==> config.mk <==
export PLATFORM = sky130hd
export DESIGN_NAME = fetch_sequencer
export DESIGN_NICKNAME = d
export VERILOG_FILES = /design/src/rtl/fetch_sequencer.sv
export SDC_FILE = /design/constraint.sdc
export NUM_CORES = 1
export LEC_CHECK = 0
export ABC_AREA = 1
export BUFFER_PORTS_ARGS = -buffer_cell sky130_fd_sc_hd__buf_2
export CAP_MARGIN = 5
export CORE_UTILIZATION = 30
export DETAILED_ROUTE_END_ITERATION = 8
export PLACE_DENSITY = 0.51
export SYNTH_ARGS = -nofsm -noshare
export SYNTH_HDL_FRONTEND = slang
export SYNTH_SLANG_ARGS = --single-unit
==> constraint.sdc <==
create_clock -name CLKin -period 3.35 [get_ports CLKin]
set_input_delay 0.335 -clock CLKin [delete_from_list [all_inputs] [get_ports CLKin]]
set_output_delay 0.335 -clock CLKin [all_outputs]
set_load 0.01 [all_outputs]
==> src/rtl/fetch_sequencer.sv <==
// Instruction fetch/sequencing stage: program memory, pc, ir and the
// 4-phase FETCH/DECODE/EXEC/ADVANCE cycle with SNZA/SNZS skip support.
//
// Ports:
//   CLKin      system clock (posedge)
//   reset      synchronous active-low reset
//   run        level, continuous execution
//   step       pulse, single instruction from IDLE
//   prog_we    program write enable (IDLE only)
//   prog_addr  program write address
//   prog_data  program word {opcode, operand}
//   skip_cond  datapath flag, sampled in ADVANCE
//   opcode     ir[7:4] to decoder
//   operand    ir[3:0]
//   exec_en    high for the single EXEC cycle
//   pc         program counter
//   phase      0 FETCH/IDLE, 1 DECODE, 2 EXEC, 3 ADVANCE
//   busy       state != IDLE
module fetch_sequencer #(
    parameter int ADDR_W = 4
) (
    input  logic              CLKin,
    input  logic              reset,
    input  logic              run,
    input  logic              step,
    input  logic              prog_we,
    input  logic [ADDR_W-1:0] prog_addr,
    input  logic [7:0]        prog_data,
    input  logic              skip_cond,
    output logic [3:0]        opcode,
    output logic [3:0]        operand,
    output logic              exec_en,
    output logic [ADDR_W-1:0] pc,
    output logic [1:0]        phase,
    output logic              busy
);

    typedef enum logic [2:0] {
        S_IDLE,
        S_FETCH,
        S_DECODE,
        S_EXEC,
        S_ADV
    } state_t;

    state_t            state;
    state_t            nstate;
    logic [7:0]        ir;
    logic              ss;
    logic              skip;
    logic [ADDR_W-1:0] pc_nx;
    logic [7:0]        mem [0:(1<<ADDR_W)-1];

    assign opcode  = ir[7:4];
    assign operand = ir[3:0];
    assign busy    = (state != S_IDLE);

    // SNZA (8) / SNZS (9) skip the following word when the flag is set
    assign skip  = ((ir[7:4] == 4'd8) || (ir[7:4] == 4'd9)) && skip_cond;
    assign pc_nx = pc + ADDR_W'(1) + ADDR_W'(skip);

    always_comb begin
        nstate = state;
        phase  = 2'd0;
        unique case (state)
            S_IDLE: begin
                if (run || step) nstate = S_FETCH;
            end
            S_FETCH: begin
                nstate = S_DECODE;
            end
            S_DECODE: begin
                nstate = S_EXEC;
                phase  = 2'd1;
            end
            S_EXEC: begin
                nstate = S_ADV;
                phase  = 2'd2;
            end
            S_ADV: begin
                nstate = (run && !ss) ? S_FETCH : S_IDLE;
                phase  = 2'd3;
            end
            default: begin
                nstate = S_IDLE;
            end
        endcase
    end

    always_ff @(posedge CLKin) begin
        if (!reset) begin
            state   <= S_IDLE;
            pc      <= '0;
            ir      <= 8'h00;
            ss      <= 1'b0;
            exec_en <= 1'b0;
        end else begin
            state   <= nstate;
            exec_en <= (nstate == S_EXEC);
            if (state == S_IDLE && (run || step))
                ss <= !run && step;
            if (state == S_FETCH)
                ir <= mem[pc];
            if (state == S_ADV) begin
                pc <= pc_nx;
                if (nstate == S_IDLE) ss <= 1'b0;
            end
        end
    end

    // Memory is deliberately outside reset so programs survive it
    always_ff @(posedge CLKin) begin
        if (reset && prog_we && state == S_IDLE)
            mem[prog_addr] <= prog_data;
    end

endmodule

After elaboration in Yosys (flattened, before gate mapping)
Memories as Yosys holds them, arrays and structs flattened. A register that Yosys moved wholly into a read port is not among the register bits.
Index checks and enable logic that the tools add are counted.
- flip-flop bits (word level): 9
- bits in writable memories: 128
- output and inout bits: 16
- memories: 1
- memory list (name ; depth ; bits a word ; read ports ; clocked after memory_dff ; write ports ; line ; text):
    mem ; 16 ; 8 ; 1 ; 1 ; 1 ; 52 ; logic [7:0] mem [0:(1<<ADDR_W)-1];
- add/subtract/negate cells: 2
- eq/ne operators: 7
- muxes and demuxes: 9
- reduce and logical (&&, ||, !) cells: 14
- operators with widths (cell ; number):
    $pmux 3 s5 ; 1
    $eq 3x2->1 const B ; 3
    $eq 4x4->1 const B ; 2
    $logic_and 1x1->1 ; 6
    $logic_not 3->1 ; 2
    $mux 1 ; 6
    $pmux 2 s3 ; 1
    $add 4x1->4 ; 1
    $add 4x1->4 const B ; 1
    $eq 3x1->1 const B ; 1
    $eq 3x3->1 const B ; 1
    $logic_not 1->1 ; 3
    $mux 3 ; 1
    $reduce_bool 3->1 ; 1
    $logic_or 1x1->1 ; 2

Depth between registers and ports, before layout
Gate-level depths: netlist of run 1.
- word-level depth: 7
- mapped depth: 11

Least setup slack after synthesis of run 1
OpenSTA, ideal clock, no wires.
- path kind: register to register
- start point: register state[1]
- end point: memory mem[0][0] (enable)
- setup time: 370 ps
- arrival: 1338 ps
- slack: 1641 ps
- cell stages (with the launch flop): 6
- period minus slack after synthesis: 1709 ps
- cells stage by stage: dfxtp_1 nor2_1 nand2_1 nor2_2 nand3_1 nor2_1
- longest elaborated chain between the ends: 4
- RTL lines (what ; line ; text):
    from (decl) ; 46 ; state_t state;
    from (signal assigned) ; 98 ; state <= nstate;
    $logic_not 3->1 ; 113 ; if (reset && prog_we && state == S_IDLE)
    $logic_and 1x1->1 ; 113 ;
    $mux 1 ; 113 ;
    $mux 1 (not written as such) ; 114 ; mem[prog_addr] <= prog_data;
    to (decl) ; 52 ;
Every way passes these cells.

Final worst setup path of run 1
- start point: register state[1]
- end point: memory mem[2][6] (enable)
Same word-level chain as after synthesis.

==> results.json, run 1 <==
{
  "synth_top_area_share": 0.616,
  "outcome": "finished clean",
  "r2r_cells": 5,
  "synthCells": 622,
  "placedInstanceArea_sq_um": 6580,
  "grt_max_degree": 67,
  "powerDensity_nw_per_um2": 563,
  "ant_nets": 0,
  "place_ws_ns": 1.16,
  "grt_pass1_wl_um": 23700,
  "ys_types": 20,
  "ys_warn_count": 0,
  "syn_area_sq_um": 6240,
  "final_cells": 933,
  "hold_viol": 0,
  "hpwl_um": 9840,
  "p_leak_nw": 2.94,
  "wl_per_cell_um": 16.2,
  "via_per_inst": 4.58,
  "gr-usage-all-layers": 0.150,
  "antenna_found_initial": 0,
  "layout_setup_ws_ns": 1.19,
  "via_count": 4271,
  "insertion_delay_ns": 0.43,
  "synth_area_leaders": "edfxtp_1 (62%), nand2_1 (13%), nand3_1 (7.8%), dfxtp_1 (5.5%), inv_1 (2.9%)",
  "switchingPower_mw": 0.979,
  "reg2reg_to": "mem[2][6]",
  "grt_setup_unrepaired": "false",
  "clk_pin_slew_ns": 0.06,
  "start_kind": "register",
  "postCtsHoldBufs": 0,
  "report.final.slew_viol_count": 0,
  "post_cts_buffers": 0,
  "swShare": 0.244,
  "ctsResizeCount": 0,
  "dp.cells": 901,
  "arrival_ns": 2.22,
  "yosys.area.top_type": "edfxtp_1",
  "io_pins": 34,
  "fin_crit_sh": 0.646,
  "cts_tree": "done",
  "avgSynthCellArea_sq_um": 10.0,
  "critPathMaxFanout": 8,
  "intPower_mw": 3.04,
  "period_minus_slack_ns": 2.16,
  "core_area_sq_um": 20300,
  "relSlewSlack": 0.276,
  "fin_skew_ns": 0.0119,
  "yosysMostFrequentCell": "nand2_1",
  "worstPathRequired_ns": 3.41,
  "cp-end-kind": "register",
  "die_y_um": 146,
  "seq_area_frac_synth": 0.670,
  "async_flop_share": 0,
  "nets": 670,
  "portBuffers": 33,
  "worstMarginPinSlew_ns": 1.08,
  "grt_pass1_vias": 4300,
  "p_comb_frac": 0.062,
  "die_w_um": 146,
  "critical_path_class": "register to register",
  "seqPwrFrac": 0.501,
  "htreeDepth": 4,
  "antennaDiodeCount": 0,
  "wl_um": 15100,
  "drv_cap": 0,
  "clockBufferDepth": 2,
  "synth_edf_count": 128,
  "synth_commonest_cells": "nand2_1 (211), edfxtp_1 (128), nand3_1 (97)",
  "hold_start": "reset",
  "nFillCells": 2093,
  "clkPwrFrac": 0.436,
  "setup_viol": 0,
  "final_area_sq_um": 7130,
  "cts.sinks": 145,
  "overflow": 0,
  "seq_area_sq_um": 4190,
  "first_pass_iters": 5,
  "yosys_register_bits": 145,
  "ir_worst_vdd_v": 0.000287,
  "initial_core_util": 0.308,
  "drtIter0Drc": 390,
  "ys.flop_type": "edfxtp_1",
  "drc": 0,
  "cts_made_buffers": 17,
  "synth_nets": 642,
  "dieArea_sq_um": 21400,
  "rrSetupSlack_ns": 1.19,
  "row_count": 52,
  "holdCritPathClass": "primary input to register",
  "finalSetupTns_ns": 0,
  "multi_input_area_sq_um": 1530,
  "fmax_ghz": 0.462,
  "root_buffer": "clkbuf_16",
  "final_util": 0.351,
  "areaGrowthSynthToFinish_pct": 14.3,
  "gp_congestion": 0.909,
  "drive_above_1_share": 0.167,
  "hold_end": "state[0]",
  "holdPathStages": 3,
  "rr_startpoint": "state[1]"
}
[registers in the layout, indices dropped and copies added (netlist names)]
register  count
ir            8
state         3
exec_en       1
pc            4
mem         128
ss            1
[power groups by stage]
| stage | sequential [mW] | clock (mW) | combinational, mW |
|---|---|---|---|
| final | 2.02 | 1.75 | 0.251 |
| after global routing | 2.02 | 1.85 | 0.283 |
| after CTS | 2.02 | 1.78 | 0.254 |
| after detailed placement | 2.05 | 0 | 0.253 |
| after global placement | 2.05 | 0 | 0.250 |
| after floorplan | 2.06 | 0 | 0.139 |
[worst max-delay path by stage]
stage	startpoint	slack, ns	to	cells past startpoint
floorplan	state[1]	1.64	mem[0][0]	5
global placement	state[1]	1.26	mem[1][4]	5
detailed placement	state[1]	1.16	mem[13][6]	5
CTS	state[1]	1.15	mem[13][6]	5
global route	state[1]	1.03	mem[13][6]	5
finish	state[1]	1.19	mem[2][6]	5
[routing by layer]
layer | vias to the layer above | routed length (um) | global-route usage
li1 | 2076 | - | -
met2 | 126 | 6890 | 0.235
met5 | - | 0 | 0
met1 | 2050 | 7060 | 0.203
met3 | 19 | 971 | 0.0384
met4 | 0 | 205 | 0.0474
[through the flow]
step | hold slack [ns] | power, mW
3_3_place_gp | 0.514 | 2.30
3_5_place_dp | 0.532 | 2.31
2_1_floorplan | 0.433 | 2.20
6_report | 0.207 | 4.02
4_1_cts | 0.195 | 4.05
5_1_grt | 0.214 | 4.15
[cells by family (layout without fill, tap and decap cells)]
family / after synthesis / after routing / share of synthesized area
AOI/OAI and AO/OA: 13 / 13 / 0.0110
adders and majority gates: 2 / 2 / 0.00401
buffers and inverters: 118 / 159 / 0.0852
and+or+nand+nor: 344 / 344 / 0.230
DFF: 145 / 145 / 0.670
[critical path, stage by stage, from the launching register on]
cell     delay (ns)
dfxtp_1        0.35
nor2_1         0.19
nand2_1        0.16
nor2_2         0.27
nand3_1        0.23
nor2_1         0.59
[placed cells by master (no fill, tap or decap), drive strengths merged]
cell	netlist	layout
dfxtp	17	17
nor3	1	1
nor2	33	33
o2111ai	1	1
inv	90	96
ha	2	2
clkinv	1	5
nand2	211	211
buf	24	36
clkinvlp	0	4
o21ai	5	5
a21oi	7	7
clkbuf	3	18
edfxtp	128	128
nand4	2	2
nand3	97	97
[area by class of cell]
type,instances,share of cell area
Clock buffer,18,0.0602
Timing Repair Buffer,36,0.0263
Multi-Input combinational cell,359,0.214
Inverter,91,0.0481
Tap cell,270,0.0474
Clock inverter,14,0.0172
Sequential cell,145,0.587
Note: power is estimated with default switching activity, not from simulation.
==> run 2, diff against run 1 <==
--- a/config.mk
+++ b/config.mk
@@ -5,7 +5,7 @@
 export SDC_FILE = /design/constraint.sdc
 export NUM_CORES = 1
 export LEC_CHECK = 0
-export ABC_AREA = 1
+export ABC_AREA = 0
 export BUFFER_PORTS_ARGS = -buffer_cell sky130_fd_sc_hd__buf_2
 export CAP_MARGIN = 5
 export CORE_UTILIZATION = 30
==> constraint.sdc (replaced) <==
create_clock -name CLKin -period 2.03 [get_ports CLKin]
set_input_delay 0.203 -clock CLKin [delete_from_list [all_inputs] [get_ports CLKin]]
set_output_delay 0.203 -clock CLKin [all_outputs]
set_load 0.01 [all_outputs]
==> results.json, run 2 <==
{
  "outcome": "finished clean",
  "clockBufferDepth": 2,
  "max_stage_delay_ns": 0.61,
  "grt_pass1_vias": 2986,
  "wl_met1_um": 6030,
  "largest_reg_flops": 128,
  "initial_core_util": 0.311,
  "start_kind": "register",
  "via_per_inst": 4.80,
  "synth_nets": 321,
  "cp-end-kind": "register",
  "antennaDiodeCount": 0,
  "seq_area_frac_synth": 0.737,
  "worst-path-buf-inv": 1,
  "yosysMostFrequentCell": "edfxtp_1",
  "power_mw": 6.40,
  "dp.cells": 579,
  "gr-usage-all-layers": 0.136,
  "nets": 389,
  "ys_warn_count": 0,
  "final_cells": 611,
  "drc": 0,
  "grt_max_degree": 24,
  "synthCells": 301,
  "wl_um": 12500,
  "postCtsHoldBufs": 0,
  "avgSynthCellArea_sq_um": 18.9,
  "post_cts_buffers": 0,
  "hold_viol": 0,
  "most-common-layout-cells": "edfxtp_1 (128), buf_2 (33), buf_4 (27), nor2_1 (22), mux4_2 (18)",
  "synth_top_area_share": 0.677,
  "final_util": 0.377,
  "core_area_sq_um": 18300,
  "die_w_um": 140,
  "clkPwrFrac": 0.444,
  "clk_pin_slew_ns": 0.06,
  "grt_pass1_wl_um": 18800,
  "relSlewSlack": 0.522,
  "swShare": 0.210,
  "yosys_register_bits": 145,
  "synth_area_leaders": "edfxtp_1 (68%), mux4_2 (7.1%), dfxtp_1 (6.0%), mux4_1 (4.2%), mux2i_1 (3.0%)",
  "ant_nets": 0,
  "ctsResizeCount": 0,
  "rr_startpoint": "pc[0]",
  "row_count": 49,
  "io_pins": 34,
  "ys.flop_type": "edfxtp_1",
  "grt_setup_unrepaired": "false",
  "portBuffers": 33,
  "dieArea_sq_um": 19500,
  "reg_top3": "mem (128), ir (8), pc (4)",
  "top_register": "mem",
  "p_leak_nw": 2.28,
  "async_flop_share": 0,
  "fin_crit_sh": 0.952,
  "drtIter0Drc": 252,
  "worstMarginPinSlew_ns": 0.715,
  "cts.sinks": 145,
  "setup_viol": 0,
  "path_delay_family": "multiplexers",
  "powerDensity_nw_per_um2": 930,
  "ys_types": 36,
  "arrival_ns": 2.22,
  "cts_tree": "done",
  "route.met2.wl_um": 5800,
  "worstPathCellList": "buf_12 -> mux4_1 -> mux2_2 -> a22oi_1 -> o21ai_0",
  "overflow": 0,
  "synth_edf_count": 128,
  "insertion_delay_ns": 0.41,
  "hold_start": "step",
  "drive_above_1_share": 0.317,
  "period_minus_slack_ns": 1.93,
  "critical-path-slowest-cell": "mux4_1",
  "critPathMaxFanout": 11,
  "antenna_found_initial": 0,
  "final_common_cell": "edfxtp_1",
  "drv_cap": 0,
  "wl_per_cell_um": 20.5,
  "hpwl_um": 8580,
  "holdCritPathClass": "primary input to register",
  "htreeDepth": 4,
  "gp_congestion": 0.751,
  "seqPwrFrac": 0.515,
  "yosys.area.top_type": "edfxtp_1",
  "via_count": 2932,
  "report.final.slew_viol_count": 0,
  "top_layer": "met4",
  "worstPathRequired_ns": 2.31,
  "critical_path_class": "register to register",
  "die_y_um": 140,
  "areaGrowthSynthToFinish_pct": 21.4,
  "fmax_ghz": 0.517,
  "wl_met3_um": 534,
  "first_pass_iters": 4,
  "fin_skew_ns": 0.00536,
  "switchingPower_mw": 1.35,
  "critPathLaunch": "pc[0]",
  "syn_area_sq_um": 5680,
  "intPower_mw": 5.06,
  "ir_worst_vdd_v": 0.000530,
  "root_buffer": "clkbuf_16",
  "cts_made_buffers": 17,
  "synth_commonest_cells": "edfxtp_1 (128), nor2_1 (22), mux4_2 (18)",
  "p_comb_frac": 0.041
}
==> run 2: layout make-up <==
type                       instances  area (sq um)
tap                              229           287
inverter                           2          7.51
sequential                       145          4190
timing repair buffer              63           428
multi-input combinational        140          1430
clock buffer                      19           433
fill                            1674         11400
clock inverter                    13           115
==> run 2: cell families after synthesis <==
kind of cell / after synthesis / share of synthesized area
flip-flops: 145 / 0.737
AND/OR/NAND/NOR: 59 / 0.0529
AO/OA/AOI/OAI: 26 / 0.0324
XOR/XNOR: 4 / 0.00617
buffers and inverters: 16 / 0.0139
multiplexers: 49 / 0.153
adder cells (fa/ha/maj): 2 / 0.00441
==> run 2: worst paths after layout <==
kind	endpoint	slack [ns]	depth (start not counted)
max	ir[0]	0.1	5
min	ss	0.07	3
max reg2reg	ir[0]	0.1	5
min reg2reg	ss	0.51	2
==> run 2: metal layers <==
metal / vias up / GRT usage
met5: - / 0
met4: 0 / 0.0416
met3: 10 / 0.0392
met2: 79 / 0.209
met1: 1490 / 0.188
li1: 1353 / -
==> run 2: worst min-delay path: stages <==
cell and delay [ns]:
buf_2 0.09, a21oi_1 0.06, nor2_1 0.09
==> run 2: through the flow <==
stage	TNS (ns)	setup WS, ns	hold WS, ns	instance area [sq um]
after global routing	0	0.0277	0.0673	6890
after global placement	0	0.127	0.449	6340
after detailed placement	0	0.118	0.485	6340
after CTS	0	0.0936	0.0515	6890
after floorplan	-0.353	-0.0177	0.302	5700
final	0	0.0964	0.0707	6890
==> run 2: power by group through the flow <==
stage	logic, mW	clock network [mW]	registers (mW)
6_report	0.261	2.84	3.30
5_1_grt	0.286	3.03	3.30
4_1_cts	0.264	2.90	3.30
3_5_place_dp	0.263	0	3.36
2_1_floorplan	0.120	0	3.36
3_3_place_gp	0.261	0	3.36
